File: src/rtl/lfsr_scrambler_p_if.sv
// Handshake, seed and observation signals for lfsr_scrambler_p.
// The master side drives words and seeds; the slave side is the scrambler.
interface lfsr_scrambler_p_if #(
  parameter int STATE_W      = 70,
  parameter int BITS_PER_CYC = 12
);
  logic                    load;
  logic [STATE_W-1:0]      seed_in;
  logic [1:0]              mode;
  logic                    in_valid;
  logic                    in_ready;
  logic [BITS_PER_CYC-1:0] in_data;
  logic                    out_valid;
  logic                    out_ready;
  logic [BITS_PER_CYC-1:0] out_data;
  logic [STATE_W-1:0]      state_out;

  modport master (
    output load, seed_in, mode, in_valid, in_data, out_ready,
    input  in_ready, out_valid, out_data, state_out
  );

  modport slave (
    input  load, seed_in, mode, in_valid, in_data, out_ready,
    output in_ready, out_valid, out_data, state_out
  );
endinterface

File: src/rtl/lfsr_scrambler_p.sv
// lfsr_scrambler_p: registered multi-bit Galois LFSR engine.
// Modes: 00 absorb (signature), 01 additive scramble/descramble, 1x bypass.
// BITS_PER_CYC chained single-bit steps are applied per accepted word,
// in_data[0] first. A single output register stage with valid/ready.
// Optional feature macro: LFSR_SCR_WORDCNT_EN adds the 32-bit word_cnt port.
module lfsr_scrambler_p #(
  parameter int                 STATE_W      = 70,
  parameter int                 BITS_PER_CYC = 12,
  parameter logic [STATE_W-1:0] TAPS         = 70'h8400_0804_4000_0000,
  parameter logic [STATE_W-1:0] SEED         = '0
) (
  input logic               clk,
  input logic               rst,
  lfsr_scrambler_p_if.slave bus
`ifdef LFSR_SCR_WORDCNT_EN
  ,
  output logic [31:0]       word_cnt
`endif
);

  // Bit 0 always takes the feedback term directly, so its tap bit is dropped.
  localparam logic [STATE_W-1:0] TAPS_EFF = {TAPS[STATE_W-1:1], 1'b0};

  logic [STATE_W-1:0]      r_state;
  logic [STATE_W-1:0]      w_state_nxt;
  logic [BITS_PER_CYC-1:0] r_out_data;
  logic [BITS_PER_CYC-1:0] w_out_bits;
  logic                    r_out_valid;
  logic                    w_in_ready;
  logic                    w_accept;
  logic                    w_absorb;
  logic                    w_bypass;

  assign w_absorb   = (bus.mode == 2'b00);
  assign w_bypass   = bus.mode[1];
  assign w_in_ready = !bus.load && (!r_out_valid || bus.out_ready);
  assign w_accept   = bus.in_valid && w_in_ready;

  // Unrolled word step: chain BITS_PER_CYC single-bit Galois steps.
  always_comb begin
    logic [STATE_W-1:0] v_s;
    logic               v_m;
    logic               v_f;
    v_s        = r_state;
    v_m        = 1'b0;
    v_f        = 1'b0;
    w_out_bits = '0;
    for (int i = 0; i < BITS_PER_CYC; i++) begin
      v_m = v_s[STATE_W-1];
      v_f = w_absorb ? bus.in_data[i] : 1'b0;
      w_out_bits[i] = (w_absorb || w_bypass) ? bus.in_data[i]
                                             : (bus.in_data[i] ^ v_m);
      v_s = {v_s[STATE_W-2:0], v_m ^ v_f} ^ (TAPS_EFF & {STATE_W{v_m}});
    end
    w_state_nxt = w_bypass ? r_state : v_s;
  end

  // State register: load wins over an accept; bypass leaves it unchanged.
  always_ff @(posedge clk or negedge rst) begin
    if (!rst) begin
      r_state <= SEED;
    end else if (bus.load) begin
      r_state <= bus.seed_in;
    end else if (w_accept) begin
      r_state <= w_state_nxt;
    end
  end

  // Output register: refilled on accept, emptied on a drain without refill.
  always_ff @(posedge clk or negedge rst) begin
    if (!rst) begin
      r_out_valid <= 1'b0;
      r_out_data  <= '0;
    end else if (w_accept) begin
      r_out_valid <= 1'b1;
      r_out_data  <= w_out_bits;
    end else if (bus.out_ready) begin
      r_out_valid <= 1'b0;
    end
  end

`ifdef LFSR_SCR_WORDCNT_EN
  logic [31:0] r_word_cnt;

  // Accepted-word counter; a seed load restarts the count, wraps naturally.
  always_ff @(posedge clk or negedge rst) begin
    if (!rst) begin
      r_word_cnt <= '0;
    end else if (bus.load) begin
      r_word_cnt <= '0;
    end else if (w_accept) begin
      r_word_cnt <= r_word_cnt + 32'd1;
    end
  end

  assign word_cnt = r_word_cnt;
`endif

  assign bus.in_ready  = w_in_ready;
  assign bus.out_valid = r_out_valid;
  assign bus.out_data  = r_out_data;
  assign bus.state_out = r_state;

endmodule
File: src/flat_wrapper.sv
// flat-port wrapper written by rule: the top's interface ports become plain ports
module lfsr_scrambler_p_flat 
#(
  parameter int                 STATE_W      = 70,
  parameter int                 BITS_PER_CYC = 12,
  parameter logic [STATE_W-1:0] TAPS         = 70'h8400_0804_4000_0000,
  parameter logic [STATE_W-1:0] SEED         = '0
)
  (clk, rst, bus_load, bus_seed_in, bus_mode, bus_in_valid, bus_in_data, bus_out_ready, bus_in_ready, bus_out_valid, bus_out_data, bus_state_out);
  lfsr_scrambler_p_if #(.STATE_W(STATE_W), .BITS_PER_CYC(BITS_PER_CYC)) bus_i ();
  input logic clk;
  input logic rst;
  input wire logic [$bits(bus_i.load)-1:0] bus_load;
  input wire logic [$bits(bus_i.seed_in)-1:0] bus_seed_in;
  input wire logic [$bits(bus_i.mode)-1:0] bus_mode;
  input wire logic [$bits(bus_i.in_valid)-1:0] bus_in_valid;
  input wire logic [$bits(bus_i.in_data)-1:0] bus_in_data;
  input wire logic [$bits(bus_i.out_ready)-1:0] bus_out_ready;
  output wire logic [$bits(bus_i.in_ready)-1:0] bus_in_ready;
  output wire logic [$bits(bus_i.out_valid)-1:0] bus_out_valid;
  output wire logic [$bits(bus_i.out_data)-1:0] bus_out_data;
  output wire logic [$bits(bus_i.state_out)-1:0] bus_state_out;
  assign bus_i.load = bus_load;
  assign bus_i.seed_in = bus_seed_in;
  assign bus_i.mode = bus_mode;
  assign bus_i.in_valid = bus_in_valid;
  assign bus_i.in_data = bus_in_data;
  assign bus_i.out_ready = bus_out_ready;
  assign bus_in_ready = bus_i.in_ready;
  assign bus_out_valid = bus_i.out_valid;
  assign bus_out_data = bus_i.out_data;
  assign bus_state_out = bus_i.state_out;
  lfsr_scrambler_p #(.STATE_W(STATE_W), .BITS_PER_CYC(BITS_PER_CYC), .TAPS(TAPS), .SEED(SEED)) u_core (.clk(clk), .rst(rst), .bus(bus_i));
endmodule
File: config.mk
export PLATFORM = sky130hd
export DESIGN_NAME = lfsr_scrambler_p_flat
export DESIGN_NICKNAME = d
export VERILOG_FILES = /design/src/rtl/lfsr_scrambler_p_if.sv /design/src/rtl/lfsr_scrambler_p.sv /design/src/flat_wrapper.sv
export SDC_FILE = /design/constraint.sdc
export NUM_CORES = 1
export LEC_CHECK = 0
export ABC_AREA = 1
export CORE_MARGIN = 5
export CORE_UTILIZATION = 49
export CTS_CLUSTER_DIAMETER = 80
export DETAILED_ROUTE_END_ITERATION = 8
export HOLD_SLACK_MARGIN = 0.08
export PLACE_DENSITY = 0.86
export SYNTH_ARGS = -nofsm -noshare
export SYNTH_HDL_FRONTEND = slang
export SYNTH_SLANG_ARGS = --single-unit
File: constraint.sdc
create_clock -name clk -period 3.7 [get_ports clk]
set_clock_uncertainty 0.05 [all_clocks]
set_input_delay 0.74 -clock clk [delete_from_list [all_inputs] [get_ports clk]]
set_output_delay 0.74 -clock clk [all_outputs]
set_load 0.02 [all_outputs]
==> results of run 1 <==
[kinds of logic (layout without fill, tap and decap cells)]
| kind of cell | Yosys count | in the layout | synth area share (%) |
|---|---|---|---|
| buf+inv | 88 | 242 | 8.353 |
| compound gates | 55 | 55 | 6.559 |
| flops | 83 | 83 | 42.53 |
| simple gates | 384 | 384 | 33.59 |
| xor+xnor | 50 | 50 | 8.967 |
[metrics by stage]
| step | area, um^2 | cells |
|---|---|---|
| after floorplan | 4883 | 660 |
| after global placement | 6580 | 932 |
| after detailed placement | 6580 | 932 |
| after CTS | 6797 | 947 |
| after global routing | 6797 | 947 |
| final | 6797 | 947 |
[sequential cells by signal (all words and copies together) (netlist names)]
| name | flops |
|---|---|
| u_core.bus.state_out | 70 |
| u_core.bus.out_valid | 1 |
| u_core.bus.out_data | 12 |
[where the power goes]
part | internal [uW] | switching, uW
sequential | 1030 | 163
combinational | 483 | 584
clock | 395 | 333
total | 1910 | 1080
[cell type report]
type	count	share of cell area, %
clock buffer	11	2.080
clock inverter	4	1.105
inverter	51	2.853
multi-input combinational	489	35.29
sequential	83	30.56
tap	133	2.448
timing repair buffer	176	25.66
[path summary, 6_finish.rpt]
kind | cells after the start | slack, ns | start | end
max in group asynchronous | 1 | 2.39 | rst | u_core.bus.state_out[45]
worst max-delay path | 4 | 0.90 | bus_out_ready | bus_in_ready
worst max register to register | 5 | 1.44 | u_core.bus.out_valid | u_core.bus.state_out[59]
min in group asynchronous | 1 | 0.50 | rst | u_core.bus.state_out[62]
worst min-delay path | 2 | 0.44 | u_core.bus.out_data[4] | u_core.bus.out_data[4]
worst min register to register | 2 | 0.44 | u_core.bus.out_data[4] | u_core.bus.out_data[4]
[cell usage in the layout (no fill, tap or decap), drive strengths merged]
cell and n:
a21boi 5, or2 4, clkinvlp 2, o21ai 28
a21oi 9, nor2 12, o21bai 5, a22oi 3
bufinv 2, nand3 123, xor2 24, o21a 5
nand4 1, dfrtp 83, xnor2 26, clkbuf 11
nand2 244, buf 6, inv 51, clkdlybuf4s50 170
[tightest hold or removal path, cell delays in order (launching register included)]
cell	delay, ns
dfrtp_1	0.35
nand2_1	0.05
o21ai_1	0.06
[routing by layer]
metal	part of all wire [%]	global-route usage, %
met5	0	0
met4	2.3	9.706
met3	10	6.224
met2	47	45.54
met1	40	37.90
==> impl_metrics.tcl, run 1 <==
set metrics [dict create \
    detailedPlace.worstSlack_ns 0.5875 \
    antennaDiodeCount 0 \
    mappedNetlistArea_um2 4883 \
    total_global_route_track_usage_pct 28.37 \
    routed_wl_um 16730 \
    die-height_um 109.8 \
    report.final.slew_viol_count 0 \
    n_fill_cell 791 \
    max-clock-path-buffers 2 \
    synth.top_cells.by_count "nand2_1, nand3_1, dfrtp_1" \
    regArea_um2 2077 \
    grt_overflow_total 0 \
    finalCritPeriodShare_pct 75.58 \
    critical_path.startpoint_type "primary input" \
    design.core.area_um2 9729 \
    worst_path_most_repeated_cell "clkdlybuf4s50_1" \
    tightestPinTransition_ns 1.069 \
    prevailing_post_synth_register_cell "dfrtp_1" \
    floorplan.io_pins 173 \
    worstPathCellList "clkdlybuf4s50_1 > inv_1 > a21oi_1 > clkdlybuf4s50_1" \
    area_growth_pct 39.18 \
    unrepaired_setup_endpoints_after_global_routing "no" \
    max-cap-violations 0 \
    htreeDepth 3 \
    holdCritPathClass "reg2reg" \
    clock_latency_ns 0.36 \
    synthesis.nets 749 \
    critical_path.max_stage_delay_ns 0.63 \
    netlist_instances 660 \
    via_count 5191 \
    worst_path_max_delay_cell "clkdlybuf4s50_1" \
    tritoncts_num_sinks 83 \
    grt_antenna_before_repair 0 \
    synth-warning-count 0 \
    post_cts_resize_count 0 \
    dr_drc_count 0 \
    synth_async_sr_flop_share_pct 100.0 \
    num_rows 36 \
    avgViaCountPerCell 5.482 \
    grt_pass1_wl_um 26210 \
    outcome "complete, no violations" \
    worst_hold_slack_ns 0.4444 \
    synth_top_cell_by_area "dfrtp_1" \
    avgSynthCellArea_um2 7.399 \
    drive_above_1_share_pct 4.177 \
    place_hpwl_um 11930 \
    maximum_number_of_pins_on_one_net_before_global_route_repair 84 \
    worst_path_max_fanout 2 \
    worstPathRequired_ns 2.91 \
    post_cts.repair.setup_buffers 0 \
    timing.final.setup_violations 0 \
    via_count_of_the_first_global_routing_pass 5075 \
    path_delay_family "buffers and inverters" \
    endpoint_kind "output pin" \
    final_critical_path_setup_slack_ns 0.9034 \
    postSynthRegisterBits 83 \
    postRouteAntennaNets 0 \
    die_area_um2 12060 \
    arrival_ns 2.01 \
    cp_num_buf_inv 3 \
    multiInputGateArea_um2 2399 \
    final_core_utilization_pct 69.86 \
    hold_viol 0 \
    power_per_cell_area_nw_per_um2 439.6 \
    leakage_uw 0.003125 \
    setup-tns-final_ns 0 \
    tritoncts.num_buffers 9 \
    synth_seq_area_share_pct 42.53 \
    min_period_ns 2.797 \
    synth_edf_count 0 \
    total_power_uw 2988 \
    worst_ir_drop_vdd_mv 0.2474 \
    clk_pin_slew_ns 0.08 \
    postCtsHoldBufs 0 \
    clock_tree.root_cell "clkbuf_8" \
    synth.top_cell.area_share_pct 42.53 \
    post_synth_num_cell_types 26 \
    num-nets-final 899 \
    slew-limit-headroom_pct 28.77 \
    routedWlPerCell_um 17.67 \
    ys_top_cells_by_area "dfrtp_1, nand2_1, nand3_1, xnor2_1, xor2_1" \
    tritoncts_clock_tree "built" \
    synth.most_common_cell "nand2_1" \
    start_util_pct 50.19 \
    maxClockFrequency_mhz 357.6 \
    drt_pass1_iterations 5 \
    die_width_um 109.8 \
    io_buffer_count 172 \
    worst-setup-path-type "in2out" \
    gp_congestion 0.8745 \
    dr.first_iter.drc_count 438 \
]
No activity file was read; power rests on OpenSTA's default activity.
==> inputs of run 2 (changes only) <==
--- a/config.mk
+++ b/config.mk
@@ -7,11 +7,11 @@
 export LEC_CHECK = 0
 export ABC_AREA = 1
 export CORE_MARGIN = 5
-export CORE_UTILIZATION = 49
+export CORE_UTILIZATION = 41
 export CTS_CLUSTER_DIAMETER = 80
 export DETAILED_ROUTE_END_ITERATION = 8
 export HOLD_SLACK_MARGIN = 0.08
-export PLACE_DENSITY = 0.86
+export PLACE_DENSITY = 0.77
 export SYNTH_ARGS = -nofsm -noshare
 export SYNTH_HDL_FRONTEND = slang
 export SYNTH_SLANG_ARGS = --single-unit
==> constraint.sdc (replaced) <==
create_clock -name clk -period 2.3 [get_ports clk]
set_clock_uncertainty 0.05 [all_clocks]
set_input_delay 0.46 -clock clk [delete_from_list [all_inputs] [get_ports clk]]
set_output_delay 0.46 -clock clk [all_outputs]
set_load 0.02 [all_outputs]
==> run 2 against run 1 <==
Net effect: worst hold slack got worse by 0.0071 ns; wire length rose by 2.9%; non-clock buffer count rose by 17; highest routed layer unchanged.
==> impl_metrics.tcl, run 2 (synthesized netlist as in run 1, its figures left out) <==
set metrics [dict create \
    routed_wl_um 17210 \
    final_critical_path_setup_slack_ns 0.09402 \
    maxClockFrequency_mhz 453.3 \
    worstPathCellList "clkdlybuf4s50_1 > inv_1 > a21oi_1 > clkdlybuf4s50_1" \
    start_util_pct 42.23 \
    holdCritPathClass "reg2reg" \
    path_delay_family "buffers and inverters" \
    die-height_um 119.1 \
    via_count_of_the_first_global_routing_pass 5016 \
    hold_viol 0 \
    place_hpwl_um 12690 \
    clock_tree.root_cell "clkbuf_16" \
    critical_path.startpoint_type "primary input" \
    dr.first_iter.drc_count 459 \
    detailedPlace.worstSlack_ns 0.09019 \
    die_area_um2 14190 \
    final_core_utilization_pct 61.32 \
    report.final.slew_viol_count 0 \
    max-clock-path-buffers 2 \
    setup-tns-final_ns 0 \
    power_per_cell_area_nw_per_um2 749.2 \
    grt_antenna_before_repair 0 \
    unrepaired_setup_endpoints_after_global_routing "no" \
    routedWlPerCell_um 17.67 \
    worst_path_max_delay_cell "clkdlybuf4s50_1" \
    total_global_route_track_usage_pct 24.13 \
    mostFrequentLayoutCells "nand2_1, clkdlybuf4s50_1, nand3_1, dfrtp_1, inv_1" \
    fraction_of_met1_tracks_used_by_global_routing_pct 31.90 \
    worst-setup-path-type "in2out" \
    grt_pass1_wl_um 27050 \
    regArea_um2 2077 \
    dr_drc_count 0 \
    io_buffer_count 172 \
    tritoncts_num_sinks 83 \
    die_width_um 119.1 \
    drt_pass1_iterations 7 \
    tritoncts_clock_tree "built" \
    endpoint_kind "output pin" \
    clock_latency_ns 0.34 \
    avgViaCountPerCell 5.223 \
    postRouteAntennaNets 0 \
    arrival_ns 1.70 \
    htreeDepth 3 \
    gp_congestion 0.8659 \
    worst_path_most_repeated_cell "clkdlybuf4s50_1" \
    post_cts.repair.setup_buffers 0 \
    worst_path_max_fanout 2 \
    outcome "complete, no violations" \
    final_common_cell "nand2_1" \
    post_cts_resize_count 0 \
    timing.final.setup_violations 0 \
    floorplan.io_pins 173 \
    maximum_number_of_pins_on_one_net_before_global_route_repair 56 \
    max-cap-violations 0 \
    worstPathRequired_ns 1.79 \
    number_of_flip_flops_under_the_largest_register_name 70 \
    total_power_uw 5313 \
    tritoncts.num_buffers 9 \
    flop_to_flop_setup_slack_ns 0.65 \
    drive_above_1_share_pct 6.017 \
    num-nets-final 916 \
    final-instance-count-excl-fill 974 \
    grt_overflow_total 0 \
    antennaDiodeCount 0 \
    min_period_ns 2.206 \
    grt_use_met2_pct 39.81 \
    cp_num_buf_inv 3 \
    placedCellCount 958 \
    slew-limit-headroom_pct 55.19 \
    global_route.usage.met3_pct 6.588 \
    area_growth_pct 45.22 \
    leakage_uw 0.003275 \
    grt_max_usage_layer "met2" \
    tightestPinTransition_ns 0.6711 \
    worst_ir_drop_vdd_mv 0.4634 \
    clk_pin_slew_ns 0.06 \
    n_fill_cell 1020 \
    design.core.area_um2 11560 \
    multiInputGateArea_um2 2399 \
    critical_path.max_stage_delay_ns 0.62 \
    finalCritPeriodShare_pct 95.91 \
    via_count 5087 \
    num_rows 39 \
]
[run 2: cell type report]
cell class	count	area share (%)
sequential	83	29.29
clock buffer	10	3.229
multi-input combinational	489	33.82
timing repair buffer	193	26.96
clock inverter	5	1.447
inverter	51	2.735
tap	143	2.523
[run 2: per-layer routing]
metal,routed length [um],vias up
met3,1411,18
met4,210,0
li1,-,2434
met5,0,-
met1,7269,2415
met2,8318,220
[run 2: final timing paths]
kind / startpoint / depth (start not counted) / endpoint
max in group asynchronous: rst / 3 / u_core.bus.state_out[54]
min: u_core.bus.out_data[7] / 2 / u_core.bus.out_data[7]
min reg2reg: u_core.bus.out_data[7] / 2 / u_core.bus.out_data[7]
min in group asynchronous: rst / 2 / u_core.bus.state_out[12]
max: bus_out_ready / 4 / bus_in_ready
max reg2reg: u_core.bus.state_out[66] / 7 / u_core.bus.state_out[35]
[run 2: power by group]
group | internal [uW] | switching, uW
sequential | 1660 | 215
combinational | 819 | 981
clock | 1050 | 587
[run 2: timing repair]
action | in CTS | in global routing
hold buffers | 1 | 0
hold endpoints to repair | 18 | 0
endpoints found under the setup margin | 0 | 0
[run 2: worst reg2reg max path, stage by stage (launching register included)]
cell and delay, ns:
dfrtp_1 0.59, inv_1 0.12, nand2_1 0.09, nand2_2 0.14
inv_1 0.26, nand2_1 0.10, nand3_1 0.10, nand3_1 0.08
[run 2: metrics by stage]
stage | area (um^2) | hold slack (ns)
2_1_floorplan | 4883 | 0.1144
3_3_place_gp | 6750 | 0.4130
3_5_place_dp | 6750 | 0.4260
4_1_cts | 7092 | 0.4414
5_1_grt | 7092 | 0.4579
6_report | 7092 | 0.4373
==> inputs of run 3 (changes only) <==
--- a/config.mk
+++ b/config.mk
@@ -11,7 +11,7 @@
 export CTS_CLUSTER_DIAMETER = 80
 export DETAILED_ROUTE_END_ITERATION = 8
 export HOLD_SLACK_MARGIN = 0.08
-export PLACE_DENSITY = 0.77
+export PLACE_DENSITY = 0.75
 export SYNTH_ARGS = -nofsm -noshare
 export SYNTH_HDL_FRONTEND = slang
 export SYNTH_SLANG_ARGS = --single-unit
==> run 3 against run 2 <==
Net effect: combinational power barely moved; register-to-register slack got worse by 0.14 ns; core utilization fell by 0.70 points; count of clock-buffer cells in the layout rose by 3; cell area fell by 1.1%; critical path depth did not move; sequential share of layout area rose by 0.34 points; cell count fell by 0.21%; sequential power barely moved; via count fell by 0.92%; non-clock buffer count fell by 2; largest power group unchanged.
==> impl_metrics.tcl, run 3 (synthesized netlist as in run 1, its figures left out) <==
set metrics [dict create \
    outcome "complete, no violations" \
    flop_to_flop_setup_slack_ns 0.51 \
    tritoncts.num_buffers 9 \
    post_cts_resize_count 0 \
    unrepaired_setup_endpoints_after_global_routing "no" \
    post_cts.repair.setup_buffers 0 \
    num-nets-final 914 \
    grt_pass1_wl_um 27150 \
    routedWlPerCell_um 17.49 \
    number_of_flip_flops_under_the_largest_register_name 70 \
    swShare_pct 35.14 \
    gp_congestion 0.9358 \
    design.core.area_um2 11560 \
    endpoint_kind "output pin" \
    die-height_um 119.1 \
    io_buffer_count 172 \
    setup-tns-final_ns 0 \
    sequentialPowerShare_pct 37.1 \
    drive_above_1_share_pct 5.911 \
    floorplan.io_pins 173 \
    area_growth_pct 43.56 \
    leakage_uw 0.003244 \
    p_clk_share_pct 27.5 \
    r2r-end "u_core.bus.out_data[8]" \
    dr_drc_count 0 \
    p_int_uw 3282 \
    die_width_um 119.1 \
    clk_pin_slew_ns 0.06 \
    max-cap-violations 0 \
    start_util_pct 42.23 \
    via_count 5040 \
    worst_path_max_fanout 2 \
    arrival_ns 1.71 \
    hold_viol 0 \
    worst-setup-path-type "in2out" \
    power_per_cell_area_nw_per_um2 721.9 \
    regToRegStartpoint "u_core.bus.state_out[68]" \
    maxClockFrequency_mhz 451.4 \
    max-clock-path-buffers 2 \
    grt_antenna_before_repair 0 \
    timing.final.setup_violations 0 \
    die_area_um2 14190 \
    antennaDiodeCount 0 \
    critical_path.startpoint_type "primary input" \
    avgViaCountPerCell 5.185 \
    place_hpwl_um 12720 \
    clock_latency_ns 0.34 \
    postRouteAntennaNets 0 \
    tritoncts_num_sinks 83 \
    dr.first_iter.drc_count 451 \
    total_global_route_track_usage_pct 23.99 \
    slew-limit-headroom_pct 56.28 \
    final_core_utilization_pct 60.62 \
    tritoncts_clock_tree "built" \
    drt_pass1_iterations 5 \
    report.final.slew_viol_count 0 \
    worst_hold_slack_ns 0.1365 \
    postCtsHoldBufs 0 \
    num_rows 39 \
    p_comb_share_pct 35.4 \
    mostFrequentLayoutCells "nand2_1, clkdlybuf4s50_1, nand3_1, dfrtp_1, inv_1" \
    placedCellCount 957 \
    finalCritPeriodShare_pct 96.31 \
    reg2regPathDepth 7 \
    grt_overflow_total 0 \
    worst_ir_drop_vdd_mv 0.3601 \
    htreeDepth 3 \
    via_count_of_the_first_global_routing_pass 5134 \
    min_period_ns 2.215 \
    final_common_cell "nand2_1" \
    power_spent_charging_and_discharging_nets_uw 1778 \
    final-instance-count-excl-fill 972 \
    tightestPinTransition_ns 0.6548 \
    worstPathRequired_ns 1.79 \
    routed_wl_um 17000 \
    holdCritPathClass "in2async" \
    clock_tree.root_cell "clkbuf_16" \
    maximum_number_of_pins_on_one_net_before_global_route_repair 48 \
]
[run 3: changes by cell type in the layout (fill, tap and decap cells not counted), sizes merged]
cell	change
bufinv	-3
buf	-1
clkinvlp	-1
clkbuf	+3
clkinv	+1
dlygate4sd3	-1
[run 3: worst max path at each step]
| stage | start | slack [ns] | end |
|---|---|---|---|
| 6_report | bus_out_ready | 0.08 | bus_in_ready |
| 5_1_grt | bus_out_ready | 0.04 | bus_in_ready |
| 4_1_cts | bus_out_ready | 0.08 | bus_in_ready |
| 3_5_place_dp | bus_out_ready | 0.09 | bus_in_ready |
| 3_3_place_gp | bus_out_ready | 0.11 | bus_in_ready |
| 2_1_floorplan | bus_load | 0.62 | bus_in_ready |
[run 3: per-stage QoR]
stage	total power (uW)	setup slack [ns]	instance area [um^2]
2_1_floorplan	2808	0.6243	4883
3_3_place_gp	3646	0.1053	6730
3_5_place_dp	3687	0.08995	6730
4_1_cts	5065	0.08194	7010
5_1_grt	5304	0.04391	7010
6_report	5061	0.08476	7010
[run 3: metal layers]
metal / global-route usage (%) / routed length, um / vias to the layer above
met4: 6.879 / 234 / 0
met1: 32.29 / 7274 / 2377
li1: - / - / 2430
met5: 0 / 0 / -
met2: 39.42 / 8128 / 216
met3: 4.692 / 1365 / 17
[run 3: layout make-up]
cell class                      count  area (um^2)
Clock buffer                       13        270.3
Timing Repair Buffer              191         1882
Sequential cell                    83         2077
Fill cell                        1076         4554
Inverter                           51        193.9
Tap cell                          143        178.9
Clock inverter                      2        10.01
Multi-Input combinational cell    489         2399
[run 3: power groups by stage]
stage | clock network [uW] | registers, uW | logic, uW
3_5_place_dp | 0 | 1900 | 1790
4_1_cts | 1390 | 1880 | 1800
3_3_place_gp | 0 | 1890 | 1750
6_report | 1390 | 1880 | 1790
2_1_floorplan | 0 | 2080 | 729
5_1_grt | 1450 | 1910 | 1950
[run 3: critical path: stages]
cell	delay, ns
clkdlybuf4s50_1	0.45
inv_1	0.05
a21oi_1	0.12
clkdlybuf4s50_1	0.62
